**src/rtl/mem_arbiter_if.sv**
```systemverilog
// Bundle of fetch-side, data-side and shared-bus signals around mem_arbiter.
// slave  : the arbiter's view (takes requests, drives the shared bus).
// master : the surrounding system's view (issues requests, answers the bus).
interface mem_arbiter_if;
  logic        imem_valid;
  logic [31:0] imem_addr;
  logic        imem_flush;
  logic        imem_ready;
  logic [31:0] imem_rdata;

  logic        dmem_valid;
  logic [31:0] dmem_addr;
  logic [31:0] dmem_wdata;
  logic [3:0]  dmem_wstrb;
  logic        dmem_ready;
  logic [31:0] dmem_rdata;

  logic        bus_valid;
  logic        bus_instr;
  logic [31:0] bus_addr;
  logic [31:0] bus_wdata;
  logic [3:0]  bus_wstrb;
  logic        bus_ready;
  logic [31:0] bus_rdata;

  modport slave (
    input  imem_valid, imem_addr, imem_flush,
    output imem_ready, imem_rdata,
    input  dmem_valid, dmem_addr, dmem_wdata, dmem_wstrb,
    output dmem_ready, dmem_rdata,
    output bus_valid, bus_instr, bus_addr, bus_wdata, bus_wstrb,
    input  bus_ready, bus_rdata
  );

  modport master (
    output imem_valid, imem_addr, imem_flush,
    input  imem_ready, imem_rdata,
    output dmem_valid, dmem_addr, dmem_wdata, dmem_wstrb,
    input  dmem_ready, dmem_rdata,
    input  bus_valid, bus_instr, bus_addr, bus_wdata, bus_wstrb,
    output bus_ready, bus_rdata
  );
endinterface

```
**src/rtl/mem_arbiter.sv**
```systemverilog
// mem_arbiter: shares one memory bus between an instruction-fetch port and a
// load/store port. Each side owns a single pending slot; an IDLE/IBUSY/DBUSY
// FSM grants one slot at a time and returns a one-cycle ready pulse.
// Optional build macro MEM_ARBITER_FAIR_EN: round-robin between the two sides
// on contention; without it the data side always wins a tie.
module mem_arbiter (
  input  logic          clk,
  input  logic          rst,
  mem_arbiter_if.slave  arb
);

  localparam logic [1:0] IDLE  = 2'd0;
  localparam logic [1:0] IBUSY = 2'd1;
  localparam logic [1:0] DBUSY = 2'd2;

  logic [1:0]  r_state;

  logic        r_ipend;
  logic [31:0] r_iaddr;
  logic        r_dpend;
  logic [31:0] r_daddr;
  logic [31:0] r_dwdata;
  logic [3:0]  r_dwstrb;

  logic        r_killed;

  logic        r_bus_valid;
  logic        r_bus_instr;
  logic [31:0] r_bus_addr;
  logic [31:0] r_bus_wdata;
  logic [3:0]  r_bus_wstrb;

  logic        r_iready;
  logic [31:0] r_irdata;
  logic        r_dready;
  logic [31:0] r_drdata;

  logic        w_ipend_live;
  logic        w_grant_i;
  logic        w_grant_d;
  logic        w_idone;
  logic        w_ddone;

  // A flush in the same cycle cancels the fetch that was already waiting.
  assign w_ipend_live = r_ipend & ~arb.imem_flush;

`ifdef MEM_ARBITER_FAIR_EN
  // 1 = data side won the most recent contested arbitration.
  logic r_last_data;

  assign w_grant_d = (r_state == IDLE) & r_dpend & (~w_ipend_live | ~r_last_data);
`else
  assign w_grant_d = (r_state == IDLE) & r_dpend;
`endif
  assign w_grant_i = (r_state == IDLE) & w_ipend_live & ~w_grant_d;

  assign w_idone = (r_state == IBUSY) & arb.bus_ready;
  assign w_ddone = (r_state == DBUSY) & arb.bus_ready;

`ifdef MEM_ARBITER_FAIR_EN
  // Remember who won a tie so the next tie goes the other way.
  always_ff @(posedge clk or negedge rst) begin
    if (!rst) begin
      r_last_data <= 1'b0;
    end else if (w_grant_d && w_ipend_live) begin
      r_last_data <= 1'b1;
    end else if (w_grant_i && r_dpend) begin
      r_last_data <= 1'b0;
    end
  end
`endif

  // Pending-slot flags: set on a request, cleared by grant (or flush for fetch).
  always_ff @(posedge clk or negedge rst) begin
    if (!rst) begin
      r_ipend <= 1'b0;
      r_dpend <= 1'b0;
    end else begin
      if (arb.imem_valid) begin
        r_ipend <= 1'b1;
      end else if (arb.imem_flush || w_grant_i) begin
        r_ipend <= 1'b0;
      end
      if (arb.dmem_valid) begin
        r_dpend <= 1'b1;
      end else if (w_grant_d) begin
        r_dpend <= 1'b0;
      end
    end
  end

  // Pending-slot payload is only meaningful while its flag is set.
  always_ff @(posedge clk) begin
    if (arb.imem_valid) begin
      r_iaddr <= arb.imem_addr;
    end
    if (arb.dmem_valid) begin
      r_daddr  <= arb.dmem_addr;
      r_dwdata <= arb.dmem_wdata;
      r_dwstrb <= arb.dmem_wstrb;
    end
  end

  // Grant FSM; the bus request is registered and held until bus_ready.
  always_ff @(posedge clk or negedge rst) begin
    if (!rst) begin
      r_state     <= IDLE;
      r_bus_valid <= 1'b0;
      r_bus_instr <= 1'b0;
      r_bus_addr  <= 32'd0;
      r_bus_wdata <= 32'd0;
      r_bus_wstrb <= 4'd0;
    end else begin
      case (r_state)
        IDLE: begin
          if (w_grant_d) begin
            r_state     <= DBUSY;
            r_bus_valid <= 1'b1;
            r_bus_instr <= 1'b0;
            r_bus_addr  <= r_daddr;
            r_bus_wdata <= r_dwdata;
            r_bus_wstrb <= r_dwstrb;
          end else if (w_grant_i) begin
            r_state     <= IBUSY;
            r_bus_valid <= 1'b1;
            r_bus_instr <= 1'b1;
            r_bus_addr  <= r_iaddr;
            r_bus_wdata <= 32'd0;
            r_bus_wstrb <= 4'd0;
          end
        end
        IBUSY, DBUSY: begin
          if (arb.bus_ready) begin
            r_state     <= IDLE;
            r_bus_valid <= 1'b0;
          end
        end
        default: begin
          r_state     <= IDLE;
          r_bus_valid <= 1'b0;
        end
      endcase
    end
  end

  // Killed flag: a flushed in-flight fetch still finishes on the bus silently.
  always_ff @(posedge clk or negedge rst) begin
    if (!rst) begin
      r_killed <= 1'b0;
    end else if (w_grant_i) begin
      r_killed <= 1'b0;
    end else if ((r_state == IBUSY) && arb.imem_flush) begin
      r_killed <= 1'b1;
    end
  end

  // Response side: one-cycle ready pulses and registered read data.
  always_ff @(posedge clk or negedge rst) begin
    if (!rst) begin
      r_iready <= 1'b0;
      r_irdata <= 32'd0;
      r_dready <= 1'b0;
      r_drdata <= 32'd0;
    end else begin
      r_iready <= w_idone & ~r_killed & ~arb.imem_flush;
      r_dready <= w_ddone;
      if (w_idone && !r_killed && !arb.imem_flush) begin
        r_irdata <= arb.bus_rdata;
      end
      if (w_ddone && (r_bus_wstrb == 4'd0)) begin
        r_drdata <= arb.bus_rdata;
      end
    end
  end

  assign arb.bus_valid  = r_bus_valid;
  assign arb.bus_instr  = r_bus_instr;
  assign arb.bus_addr   = r_bus_addr;
  assign arb.bus_wdata  = r_bus_wdata;
  assign arb.bus_wstrb  = r_bus_wstrb;
  assign arb.imem_ready = r_iready;
  assign arb.imem_rdata = r_irdata;
  assign arb.dmem_ready = r_dready;
  assign arb.dmem_rdata = r_drdata;

endmodule

```
**src/flat_wrapper.sv**
```systemverilog
// flat-port wrapper written by rule: the top's interface ports become plain ports
module mem_arbiter_flat 
  (clk, rst, arb_imem_valid, arb_imem_addr, arb_imem_flush, arb_imem_ready, arb_imem_rdata, arb_dmem_valid, arb_dmem_addr, arb_dmem_wdata, arb_dmem_wstrb, arb_dmem_ready, arb_dmem_rdata, arb_bus_valid, arb_bus_instr, arb_bus_addr, arb_bus_wdata, arb_bus_wstrb, arb_bus_ready, arb_bus_rdata);
  mem_arbiter_if arb_i ();
  input  logic clk;
  input  logic rst;
  input wire logic [$bits(arb_i.imem_valid)-1:0] arb_imem_valid;
  input wire logic [$bits(arb_i.imem_addr)-1:0] arb_imem_addr;
  input wire logic [$bits(arb_i.imem_flush)-1:0] arb_imem_flush;
  output wire logic [$bits(arb_i.imem_ready)-1:0] arb_imem_ready;
  output wire logic [$bits(arb_i.imem_rdata)-1:0] arb_imem_rdata;
  input wire logic [$bits(arb_i.dmem_valid)-1:0] arb_dmem_valid;
  input wire logic [$bits(arb_i.dmem_addr)-1:0] arb_dmem_addr;
  input wire logic [$bits(arb_i.dmem_wdata)-1:0] arb_dmem_wdata;
  input wire logic [$bits(arb_i.dmem_wstrb)-1:0] arb_dmem_wstrb;
  output wire logic [$bits(arb_i.dmem_ready)-1:0] arb_dmem_ready;
  output wire logic [$bits(arb_i.dmem_rdata)-1:0] arb_dmem_rdata;
  output wire logic [$bits(arb_i.bus_valid)-1:0] arb_bus_valid;
  output wire logic [$bits(arb_i.bus_instr)-1:0] arb_bus_instr;
  output wire logic [$bits(arb_i.bus_addr)-1:0] arb_bus_addr;
  output wire logic [$bits(arb_i.bus_wdata)-1:0] arb_bus_wdata;
  output wire logic [$bits(arb_i.bus_wstrb)-1:0] arb_bus_wstrb;
  input wire logic [$bits(arb_i.bus_ready)-1:0] arb_bus_ready;
  input wire logic [$bits(arb_i.bus_rdata)-1:0] arb_bus_rdata;
  assign arb_i.imem_valid = arb_imem_valid;
  assign arb_i.imem_addr = arb_imem_addr;
  assign arb_i.imem_flush = arb_imem_flush;
  assign arb_imem_ready = arb_i.imem_ready;
  assign arb_imem_rdata = arb_i.imem_rdata;
  assign arb_i.dmem_valid = arb_dmem_valid;
  assign arb_i.dmem_addr = arb_dmem_addr;
  assign arb_i.dmem_wdata = arb_dmem_wdata;
  assign arb_i.dmem_wstrb = arb_dmem_wstrb;
  assign arb_dmem_ready = arb_i.dmem_ready;
  assign arb_dmem_rdata = arb_i.dmem_rdata;
  assign arb_bus_valid = arb_i.bus_valid;
  assign arb_bus_instr = arb_i.bus_instr;
  assign arb_bus_addr = arb_i.bus_addr;
  assign arb_bus_wdata = arb_i.bus_wdata;
  assign arb_bus_wstrb = arb_i.bus_wstrb;
  assign arb_i.bus_ready = arb_bus_ready;
  assign arb_i.bus_rdata = arb_bus_rdata;
  mem_arbiter u_core (.clk(clk), .rst(rst), .arb(arb_i));
endmodule
```
**config.mk**
```make
export PLATFORM = sky130hd
export DESIGN_NAME = mem_arbiter_flat
export DESIGN_NICKNAME = d
export VERILOG_FILES = /design/src/rtl/mem_arbiter_if.sv /design/src/rtl/mem_arbiter.sv /design/src/flat_wrapper.sv
export SDC_FILE = /design/constraint.sdc
export NUM_CORES = 1
export LEC_CHECK = 0
export ABC_CLOCK_PERIOD_IN_PS = 1800
export CAP_MARGIN = 20
export CORE_ASPECT_RATIO = 0.7
export CORE_UTILIZATION = 43
export CTS_BUF_LIST = sky130_fd_sc_hd__clkbuf_8
export CTS_CLUSTER_SIZE = 8
export DETAILED_ROUTE_END_ITERATION = 10
export PLACE_DENSITY_LB_ADDON = 0.12
export SLEW_MARGIN = 20
export SYNTH_ARGS = -nofsm -noshare
export SYNTH_HDL_FRONTEND = slang
export SYNTH_SLANG_ARGS = --single-unit
```
**constraint.sdc**
```tcl
create_clock -name clk -period 1.8 [get_ports clk]
set_input_delay 0.27 -clock clk [delete_from_list [all_inputs] [get_ports clk]]
set_output_delay 0.27 -clock clk [all_outputs]
set_load 0.05 [all_outputs]
```
==> results_dict.tcl, run 1 <==
set metrics [dict create \
    status "finished, final reports clean" \
    drtIter0Drc 267 \
    drt-total-wl_um 19300 \
    drcViolationCount 0 \
    cp_max_fo 14 \
    cp_top_family "multiplexers" \
    p_int_mw 14.1 \
    ant_nets 0 \
    pwr-share-comb_pct 49.8 \
    initial_utilization_pct 44.0 \
    post-route-period-util_pct 95.4 \
    grt_pass1_wl_um 29200 \
    hold_viol 0 \
    grt_usage_pct 18.6 \
    die_h_um 121 \
    htreeDepth 2 \
    crit_type "reg -> reg" \
    fillers 1509 \
    slew_headroom_pct 64.4 \
    rsz0062_at_grt "no" \
    synth_top_area_share_pct 40.4 \
    synth_xor_area_share_pct 0 \
    fin_cells 1070 \
    grt_max_degree 46 \
    synth-compound-area-share_pct 4.41 \
    cts_tree "yes" \
    clk_path_buf_depth 3 \
    crit_chain "inv_1 > ha_1 > nand2_4 > buf_12 > mux2_4 > mux2_2" \
    syn-cell-area_mm2 0.00874 \
    min_path_cells 1 \
    n_antenna_cell 0 \
    synth_nets 598 \
    antenna_found_initial 0 \
    layout_min_cycle_time_ns 1.72 \
    numCtsBuffers 38 \
    clkTransAtPathRegs_ns 0.06 \
    multi_input_area_mm2 0.00208 \
    synthAdderAreaFrac_pct 0.430 \
    vdd_ir_drop_max_mv 0.869 \
    fin_nets 916 \
    max_freq_mhz 583 \
    synthCells 457 \
    dieWidth_um 172 \
    clk_latency_ns 0.51 \
    io_buffers 273 \
    end_kind "flop" \
    hp-class "in -> reg" \
    fin_skew_ns 0.0114 \
    gr-total-overflow 0 \
    hpwlAfterDp_um 13500 \
    path_buf_inv 2 \
    crit_required_ns 2.18 \
    yosys.area_share.simple_pct 0.974 \
    dieArea_mm2 0.0209 \
    start_kind "flop" \
    synth_top_cells_by_area "dfrtp_1 40%, edfxtp_1 34%, mux2_2 13%, mux2_4 5.2%, a22o_1 3.7%" \
    dpl.cell_count 1003 \
    area_growth_pct 42.9 \
    finalSetupTns_ns 0 \
    maxCapViolCount 0 \
    avgSynthCellArea_um2 19.1 \
    cp_slowest_cell "dfrtp_1" \
    cts_sinks 241 \
    root_buffer "clkbuf_8" \
    io_pins 274 \
    total_power_mw 24.8 \
    setup_viol 0 \
    worst_slew_pin_slew_ns 0.537 \
    num_rows 43 \
    yosysSeqAreaShare_pct 74.8 \
    critPathMaxStageDelay_ns 0.37 \
    synth_top_area_cell "dfrtp_1" \
    synth_mux_area_share_pct 17.8 \
    grt_pass1_vias 5422 \
    seqPwrFrac_pct 34.0 \
    p_per_area_mw_per_mm2 1990 \
    synth_top_family_by_area "multiplexers" \
    slew_viol_final 0 \
    dr.pass1.iters 4 \
    switching_share_pct 43.3 \
    cp.arrival_ns 2.10 \
    rr_worst_depth 6 \
    routed-via-count 5134 \
    synth_cell_types 26 \
    gp_congestion 0.749 \
    synth-seq-cells 241 \
    vias_per_cell 4.80 \
    seq_area_mm2 0.00653 \
    wire_per_inst_um 18.1 \
    core_mm2 0.0199 \
    final_layout_size_suffix_gt1_share_pct 31.0 \
    p_clk_share_pct 16.2 \
    p_leak_nw 5.56 \
    p_sw_mw 10.7 \
    yosysWarnings 0 \
    postCtsSetupRepairBufs 0 \
    crit_cells 6 \
]
kinds of logic (layout without fill, tap and decap cells):
group | Yosys count | count (layout)
AND/OR/NAND/NOR | 13 | 13
flip-flops | 241 | 241
buffers and inverters | 25 | 368
AO/OA/AOI/OAI | 47 | 47
multiplexers | 128 | 128
adder cells (fa/ha/maj) | 3 | 3
power by group through the flow:
| stage | clock [mW] | combinational (mW) | sequential [mW] |
|---|---|---|---|
| global placement | 0 | 12.9 | 8.50 |
| CTS | 4.18 | 12.4 | 8.45 |
| detailed placement | 0 | 13.1 | 8.56 |
| floorplan | 0 | 3.40 | 13.6 |
| finish | 4.02 | 12.3 | 8.44 |
| global route | 4.43 | 13.0 | 8.64 |
synthesized netlist by cell type (all sizes together):
master and number:
a21o 2, a21oi 4, a22o 37, a22oi 1, and2 2, buf 18, clkbuf 3, dfrtp 141
edfxtp 100, ha 3, inv 4, mux2 128, nand2 2, nand2b 1, nand3b 1, nor2 3
nor2b 1, nor4 1, nor4bb 1, o21ai 3, or2b 1
final timing paths:
path / startpoint / endpoint / slack (ns)
min reg2reg: u_core.r_dwdata[4] / u_core.arb.bus_wdata[4] / 0.46
max in group asynchronous: rst / u_core.arb.bus_addr[9] / 0.92
max: u_core.r_state[0] / u_core.arb.bus_addr[8] / 0.08
min: arb_dmem_valid / u_core.r_dwdata[13] / 0.16
min in group asynchronous: rst / u_core.arb.imem_rdata[7] / 0.27
max reg2reg: u_core.r_state[0] / u_core.arb.bus_addr[8] / 0.08
flip-flops by register name, indices dropped and copies added (netlist names):
signal	cells
u_core.arb.dmem_rdata	32
u_core.r_dwdata	32
u_core.r_dpend	1
u_core.arb.bus_addr	32
u_core.arb.bus_wdata	32
u_core.arb.dmem_ready	1
u_core.arb.bus_valid	1
u_core.r_daddr	32
u_core.arb.bus_instr	1
u_core.r_killed	1
u_core.r_ipend	1
u_core.arb.imem_rdata	32
u_core.arb.bus_wstrb	4
u_core.r_state	2
u_core.r_iaddr	32
u_core.arb.imem_ready	1
u_core.r_dwstrb	4
through the flow:
stage	setup slack [ns]	utilization (%)	instance area, um2	hold WS [ns]
global placement	-0.0713	59.9	11900	0.233
CTS	0.0631	62.7	12500	0.124
floorplan	0.148	-	8740	-0.0256
finish	0.0836	62.9	12500	0.158
global route	0.00742	62.9	12500	0.141
detailed placement	-0.130	59.9	11900	0.245
per-layer routing:
layer | routed length [um] | GRT usage [%]
met1 | 8500 | 24.5
met2 | 8890 | 29.1
met3 | 1640 | 5.84
met4 | 285 | 6.14
met5 | 0 | 0
placed cells by master (no fill, tap or decap), drive strengths merged, types with 2 or more instances in the layout:
cell type / n
dfrtp: 141
clkdlybuf4s50: 134
mux2: 128
edfxtp: 100
dlygate4sd2: 92
buf: 71
clkbuf: 42
a22o: 37
inv: 24
a21oi: 4
nor2: 3
ha: 3
o21ai: 3
clkinv: 3
and2: 2
a21o: 2
nand2: 2
repair_timing:
item	4_1_cts	5_1_grt
cloned	0	1
hold buffers	1	0
hold endpoints to repair	41	0
setup endpoints to repair	92	1
resized for setup	92	0
final cells by class:
| type | count | area share (%) |
|---|---|---|
| Tap cell | 270 | 2.71 |
| Inverter | 4 | 0.120 |
| Timing Repair Buffer | 299 | 22.8 |
| Clock inverter | 24 | 0.772 |
| Multi-Input combinational cell | 191 | 16.7 |
| Sequential cell | 241 | 52.3 |
| Clock buffer | 41 | 4.52 |
No activity file was read; power rests on OpenSTA's default activity.
==> run 2, diff against run 1 <==
SLEW_MARGIN = 30   (was 20)
==> results of run 2 <==
No change in the layout: final DEF, timing and power equal those of run 1.
